--- src/rtl/pipe_stage_reg_skid_pkg.sv ---
// Shared constants and types for the inter-stage skid pipeline register.
// Holds the per-stage lane widths, the reset level and the flush-priority encoding.
package pipe_stage_reg_skid_pkg;

  localparam int ID_EX_DW  = 64;
  localparam int EX_MEM_DW = 64;
  localparam int MEM_WB_DW = 64;

  localparam logic RstEnable = 1'b0;

  typedef enum logic [1:0] {
    FLUSH_NONE   = 2'd0,
    FLUSH_BRANCH = 2'd1,
    FLUSH_EXCEP  = 2'd2
  } flush_t;

  // An exception flush outranks a branch flush in the same cycle.
  function automatic flush_t flush_sel(input logic excep, input logic branch);
    if (excep)       return FLUSH_EXCEP;
    else if (branch) return FLUSH_BRANCH;
    else             return FLUSH_NONE;
  endfunction

endpackage

--- src/rtl/pipe_entry_reg.sv ---
// One pipeline entry: per-lane valid bits plus the full lane data bus.
// Load captures valid and data; clear drops the valids only, so the data holds.
module pipe_entry_reg
  import pipe_stage_reg_skid_pkg::*;
#(
  parameter int LANES = 2,
  parameter int DW    = 64
) (
  input  logic                  clk,
  input  logic                  rst_n,
  input  logic                  load,
  input  logic                  clr,
  input  logic [LANES-1:0]      ld_valid,
  input  logic [LANES*DW-1:0]   ld_data,
  output logic [LANES-1:0]      valid,
  output logic [LANES*DW-1:0]   data
);

  always_ff @(posedge clk) begin
    if (rst_n == RstEnable) begin
      valid <= '0;
      data  <= '0;
    end else if (load) begin
      valid <= ld_valid;
      data  <= ld_data;
    end else if (clr) begin
      valid <= '0;
    end
  end

endmodule

--- src/rtl/pipe_stage_reg_skid.sv ---
// N-lane inter-stage pipeline register with a one-entry skid buffer, so allowin
// is a flop output; supports exception/branch flushes and a saturating stall counter.
module pipe_stage_reg_skid
  import pipe_stage_reg_skid_pkg::*;
#(
  parameter int LANES = 2,
  parameter int DW    = EX_MEM_DW,
  parameter int CNT_W = 16
) (
  input  logic                  clk,
  input  logic                  rst_n,
  input  logic [LANES-1:0]      in_valid_i,
  input  logic [LANES*DW-1:0]   in_data_i,
  output logic                  in_allowin_o,
  output logic [LANES-1:0]      out_valid_o,
  output logic [LANES*DW-1:0]   out_data_o,
  input  logic                  out_ready_i,
  input  logic                  excep_flush_i,
  input  logic                  branch_flush_i,
  output logic [CNT_W-1:0]      stall_cnt_o
);

  function automatic logic [CNT_W-1:0] sat_inc(input logic [CNT_W-1:0] c);
    return (&c) ? c : c + CNT_W'(1);
  endfunction

  logic [LANES-1:0]    m_valid, s_valid, m_ld_valid;
  logic [LANES*DW-1:0] m_data, s_data, m_ld_data;
  logic                allowin_q, s_full, s_full_nxt;
  logic                m_any, xfer, adv, m_load;
  logic                m_ld, m_from_skid, m_clr, s_ld, s_clr;
  logic [CNT_W-1:0]    stall_q;

  // The skid occupancy is kept inverted so the upstream allowin is a bare flop.
  assign s_full = ~allowin_q;
  assign m_any  = |m_valid;
  assign xfer   = (|in_valid_i) & allowin_q;
  assign adv    = m_any & out_ready_i;
  assign m_load = ~m_any | out_ready_i;

  always_comb begin
    m_ld        = 1'b0;
    m_from_skid = 1'b0;
    m_clr       = 1'b0;
    s_ld        = 1'b0;
    s_clr       = 1'b0;
    s_full_nxt  = s_full;
    unique case (flush_sel(excep_flush_i, branch_flush_i))
      FLUSH_EXCEP: begin
        m_clr      = 1'b1;
        s_clr      = 1'b1;
        s_full_nxt = 1'b0;
      end
      FLUSH_BRANCH: begin
        m_clr      = adv;
        s_clr      = 1'b1;
        s_full_nxt = 1'b0;
      end
      default: begin
        if (m_load && s_full) begin
          m_ld        = 1'b1;
          m_from_skid = 1'b1;
          if (xfer) s_ld = 1'b1;
          else begin
            s_clr      = 1'b1;
            s_full_nxt = 1'b0;
          end
        end else if (m_load) begin
          if (xfer) m_ld = 1'b1;
          else      m_clr = 1'b1;
        end else if (xfer) begin
          s_ld       = 1'b1;
          s_full_nxt = 1'b1;
        end
      end
    endcase
  end

  assign m_ld_valid = m_from_skid ? s_valid : in_valid_i;
  assign m_ld_data  = m_from_skid ? s_data  : in_data_i;

  pipe_entry_reg #(.LANES(LANES), .DW(DW)) u_main (
    .clk      (clk),
    .rst_n    (rst_n),
    .load     (m_ld),
    .clr      (m_clr),
    .ld_valid (m_ld_valid),
    .ld_data  (m_ld_data),
    .valid    (m_valid),
    .data     (m_data)
  );

  pipe_entry_reg #(.LANES(LANES), .DW(DW)) u_skid (
    .clk      (clk),
    .rst_n    (rst_n),
    .load     (s_ld),
    .clr      (s_clr),
    .ld_valid (in_valid_i),
    .ld_data  (in_data_i),
    .valid    (s_valid),
    .data     (s_data)
  );

  // Stall counting looks at the current main entry, independent of any flush.
  always_ff @(posedge clk) begin
    if (rst_n == RstEnable) begin
      allowin_q <= 1'b1;
      stall_q   <= '0;
    end else begin
      allowin_q <= ~s_full_nxt;
      if (m_any && !out_ready_i) stall_q <= sat_inc(stall_q);
    end
  end

  assign in_allowin_o = allowin_q;
  assign out_valid_o  = m_valid;
  assign out_data_o   = m_data;
  assign stall_cnt_o  = stall_q;

endmodule

--- config.mk ---
export PLATFORM = sky130hd
export DESIGN_NAME = pipe_stage_reg_skid
export DESIGN_NICKNAME = d
export VERILOG_FILES = /design/src/rtl/pipe_stage_reg_skid_pkg.sv /design/src/rtl/pipe_entry_reg.sv /design/src/rtl/pipe_stage_reg_skid.sv
export SDC_FILE = /design/constraint.sdc
export NUM_CORES = 1
export LEC_CHECK = 0
export ABC_AREA = 1
export BUFFER_PORTS_ARGS = -buffer_cell sky130_fd_sc_hd__buf_2
export CORE_MARGIN = 2
export CORE_UTILIZATION = 45
export CTS_CLUSTER_SIZE = 30
export DETAILED_ROUTE_END_ITERATION = 10
export PLACE_DENSITY = 0.69
export SLEW_MARGIN = 20
export SYNTH_ARGS = -nofsm -noshare
export SYNTH_HDL_FRONTEND = slang
export SYNTH_SLANG_ARGS = --single-unit
--- constraint.sdc ---
create_clock -name clk -period 1.9 [get_ports clk]
set_clock_uncertainty 0.05 [all_clocks]
set_input_delay 0.19 -clock clk [delete_from_list [all_inputs] [get_ports clk]]
set_output_delay 0.19 -clock clk [all_outputs]
set_load 0.03 [all_outputs]
==> results.ini, run 1 <==
[layout]
syn2layout_area_growth_pct=33.48
fillers=2319
drive_gt1_share_pct=17.62
layout_common_cells=nand2_1, nor2_1, buf_2, dfxtp_1, inv_1
seqCellArea_um2=5545
final_common_cell=nand2_1
multi_input_area_um2=5371
nNetsFinal=2211

[global_routing]
grt_overflow_total=0
grt_pass1_wl_mm=54.50
antenna_found_initial=1
grt_max_degree=91
grt_pass1_vias=11110
grt_use_total_pct=23.12

[run_status]
outcome=completed

[route]
viasPerCell=4.909
wire_per_inst_um=13.73
drc=0
vias=11930
firstDrtPassIters=5
wl_mm=33.37
drtIter0Drc=971
ant_nets=0

[hold_path]
hp-start=in_data_i[105]
holdCritPathClass=input port to register

[clock_tree]
htree_levels=1
tritoncts=built
clk_pin_slew_ns=0.06
cts.path.max_buffers=3
cts_buffers=30
post_cts_buffers=0
postCtsHoldBufs=134
cts.sinks=277
clockRootBuffer=clkbuf_16
clock_latency_ns=0.55
cts_resized=0

[die]
fp.dieW_um=167.7
initial_core_util_pct=46.00
core_um2=26210
num_io_pins=282
dieHeight_um=167.7
rows=59
dieArea_um2=28110

[pwr]
max-vdd-ir-drop_uv=660.9
p_leak_uw=0.008255
finalPower_uw=13580
power_density_nw_per_um2=843.9

[synth]
synth-adder-area-share_pct=0.1038
synth-simple-area-share_pct=29.90
yosysWarningCount=0
synth_xor_area_share_pct=0.4359
yosysSeqAreaShare_pct=46.00
syn-instance-count=1712
yosys-mux-area-fraction_pct=0
synth_top_area_share_pct=46.00
synth-seq-cells=277
syn_area_um2=12060
yosysUniqueCellTypes=24
syn_nets=1848
synth_top_family_by_area=simple AND/OR/NAND/NOR gates
synth_compound_area_share_pct=14.03
synth.area.top_cells=dfxtp_1, nand2_1, nor2_1, o21a_1, nand3_1
yosysTopAreaCell=dfxtp_1
syn_avg_cell_area_um2=7.042

[setup_path]
crit_path_end_kind=register
r2r_slack_ns=0.15
worstPathArrival_ns=2.13
crit_path_start_kind=register
r2r-start=in_allowin_o
worstSetupStartpoint=in_allowin_o
critPathMaxFanout=69
cp.required_ns=2.29
worstSetupPathType=register to register

[sta]
rsz0062_at_grt=false
min_period_ns=1.746
worst_pin_slew_ns=0.5390
slew_headroom_pct=64.07
fin_crit_sh_pct=91.89
final.setup.tns_ns=0
hold_viol=0
max_freq_ghz=0.5727
slew_violations=0
setup_violations=0
holdWs_ns=0.3730

[placed_design]
dp_hpwl_mm=20.36
io_buffer_count=281
gp_congestion=0.8147

[job]
max_cap_violations=0

## logic make-up after synthesis
family / Yosys count
AOI/OAI and AO/OA: 274
xor gates and xnor gates: 6
adders and majority gates: 1
buffers and inverters: 265
DFF: 277
and+or+nand+nor: 889
## through the flow
step / utilization, % / setup WS [ns] / instances / area, um^2
finish: 61.40 / 0.1540 / 2430 / 16090
global route: 61.40 / 0.02517 / 2430 / 16090
CTS: 61.39 / 0.1723 / 2429 / 16090
detailed placement: 52.58 / 0.2232 / 2244 / 13780
global placement: 52.58 / 0.2738 / 2244 / 13780
floorplan: - / 0.04959 / 1712 / 12060
## layout make-up
class                   count  area share (%)
clock inverters             6          0.3810
inverters                 149           3.507
well taps                 335           2.605
repair buffers            447           20.01
diodes                      1         0.01555
clock buffers              45           5.645
multi-input cells        1170           33.38
flip-flops and latches    277           34.46
## critical path: stages, from the launching register on
cell	delay (ns)
dfxtp_1	0.41
inv_1	0.09
nor2_1	0.15
nand2_2	0.11
nor2_4	0.24
inv_4	0.08
buf_12	0.18
nor2_1	0.17
nor2_1	0.06
## cells in the mapped netlist (all sizes together)
cell type  count
buf           81
ha             1
clkbuf        35
xor2           4
clkinv         1
o21ai        130
nand2        446
nor3b          1
nand4          9
dfxtp        277
a21oi         16
o21a         128
nor2         289
inv          148
xnor2          2
nand3        144
## where the power goes
part	leakage [uW]	internal (uW)	total (uW)	switching (uW)
clock	0.000482	3400	5690	2290
combinational	0.00552	723	1740	1010
sequential	0.00225	6030	6150	126
## per-layer routing
layer	share of wire [%]	vias up	global-route usage, %	routed length (um)
met5	0	-	0	0
met4	3.5	0	8.620	1173
met3	5.6	75	3.191	1864
met2	47	355	39.44	15630
met1	44	5388	29.89	14700
li1	-	6110	-	-
## path summary, 6_finish.rpt
path / end / cells after the start
min reg2reg: u_skid.data[0] / 2
max: u_skid.data[107] / 8
min: u_skid.data[105] / 4
max reg2reg: u_skid.data[107] / 8
## flip-flops by register name (all words and copies together), names as in the netlist
register and count:
in_allowin_o 1, stall_cnt_o 16, u_main.data 128, u_main.valid 2
u_skid.data 128, u_skid.valid 2
No activity file was read; power rests on OpenSTA's default activity.
==> run 2: changes to the inputs <==
PLACE_DENSITY = default   (was 0.69)
PLACE_DENSITY_LB_ADDON = 0.12   (was default)
==> results.ini, run 2 (synthesis gave the netlist of run 1 again) <==
[pwr]
pwr-share-seq_pct=45.5
cell_internal_pwr_uw=10060
power_switching_uw=3464
power.combinational.fraction_pct=12.9
swShare_pct=25.61
max-vdd-ir-drop_uv=627.2
p_leak_uw=0.008277
power_density_nw_per_um2=838.4
pwr-share-clk_pct=41.7

[layout]
antenna_cells=0
layout_common_cells=nand2_1, nor2_1, buf_2, dfxtp_1, inv_1
syn2layout_area_growth_pct=33.83
nNetsFinal=2215
drive_gt1_share_pct=17.86
instances_no_fill=2435
fillers=2406
final_area_um2=16130
final_common_cell=nand2_1

[sta]
holdWs_ns=0.09924
worst_pin_slew_ns=0.4267
slew_violations=0
min_period_ns=1.771
setup_violations=0
max_freq_ghz=0.5646
rsz0062_at_grt=false
hold_viol=0
slew_headroom_pct=71.55
fin_crit_sh_pct=93.22
final.setup.tns_ns=0

[job]
max_cap_violations=0

[placed_design]
io_buffer_count=281
dp_hpwl_mm=20.13
dp_cells=2248
placed_area_um2=13830
gp_congestion=0.8487

[setup_path]
critPathMaxFanout=29
crit_path_end_kind=register
r2r_slack_ns=0.13
crit_path_start_kind=register
worstSetupPathType=register to register
worstPathArrival_ns=2.19
cp.required_ns=2.32

[route]
viasPerCell=4.891
firstDrtPassIters=5
ant_nets=0
wl_mm=33.19
drtIter0Drc=997
drc=0
wire_per_inst_um=13.63
vias=11910

[global_routing]
grt_pass1_wl_mm=53.73
grt_max_degree=93
grt_use_total_pct=22.77
grt_pass1_vias=10760
antenna_found_initial=0
grt_overflow_total=0

[clock_tree]
clock_latency_ns=0.55
clk_pin_slew_ns=0.06
cts.path.max_buffers=3
cts_buffers=30
tritoncts=built
clockRootBuffer=clkbuf_16
htree_levels=1
cts.sinks=277

[hold_path]
holdCritPathClass=input port to register

[die]
initial_core_util_pct=46.00
num_io_pins=282
core_um2=26210
dieArea_um2=28110
fp.dieW_um=167.7
dieHeight_um=167.7
rows=59

[run_status]
outcome=completed

-- run 2: cell types whose count changed in the layout (fill, tap and decap cells not counted) --
cell / before / now
buf_12: 18 / 20
inv_8: 1 / 0
bufinv_16: 1 / 0
clkinv_2: 4 / 6
clkinvlp_4: 0 / 1
buf_4: 14 / 16
diode_2: 1 / 0
clkbuf_8: 8 / 9
-- run 2: critical path, stage by stage, from the launching register on --
cell,delay [ns]
dfxtp_1,0.39
nor2_4,0.08
nor2_8,0.17
nand2_2,0.11
nor2_4,0.21
buf_4,0.35
nand2_1,0.13
a21oi_1,0.20
-- run 2: metrics by stage --
stage / setup slack (ns) / total power (uW) / utilization (%)
floorplan: 0.04959 / 7226 / -
global placement: 0.2619 / 7779 / 52.79
detailed placement: 0.1794 / 7800 / 52.79
CTS: 0.07201 / 13670 / 61.60
global route: 0.009964 / 14050 / 61.57
finish: 0.1288 / 13530 / 61.57
-- run 2: power groups by stage --
| stage | registers, uW | logic [uW] | clock network (uW) |
|---|---|---|---|
| 2_1_floorplan | 6620 | 609 | 0 |
| 3_3_place_gp | 6270 | 1510 | 0 |
| 3_5_place_dp | 6280 | 1520 | 0 |
| 4_1_cts | 6150 | 1740 | 5780 |
| 5_1_grt | 6170 | 1890 | 5990 |
| 6_report | 6150 | 1740 | 5640 |
-- run 2: final timing paths --
| kind | from | end | cells past startpoint |
|---|---|---|---|
| max | u_main.valid[1] | u_skid.valid[0] | 7 |
| min | out_ready_i | stall_cnt_o[12] | 5 |
| max reg2reg | u_main.valid[1] | u_skid.valid[0] | 7 |
| min reg2reg | u_skid.data[67] | u_skid.data[67] | 2 |
-- run 2: routing by layer --
| metal | GRT usage [%] | wire (um) | up-vias |
|---|---|---|---|
| li1 | - | - | 6127 |
| met1 | 30.16 | 15080 | 5404 |
| met2 | 38.77 | 15580 | 312 |
| met3 | 3.096 | 1600 | 66 |
| met4 | 6.843 | 933 | 0 |
| met5 | 0 | 0 | - |
-- run 2: layout make-up --
| cell class | instances | area (um^2) | share of cell area, % |
|---|---|---|---|
| Multi-Input combinational cell | 1170 | 5371 | 33.29 |
| Clock inverter | 7 | 37.54 | 0.2326 |
| Sequential cell | 277 | 5545 | 34.37 |
| Timing Repair Buffer | 451 | 3274 | 20.29 |
| Tap cell | 335 | 419.2 | 2.598 |
| Clock buffer | 46 | 922.1 | 5.715 |
| Inverter | 149 | 564.3 | 3.497 |
-- run 2: what timing repair did --
action / 4_1_cts / 5_1_grt
endpoints found under the setup margin: 0 / 1
buffers inserted: 0 / 0
endpoints found under the hold margin: 261 / 0
hold buffers: 135 / 0
resized for setup: 0 / 0
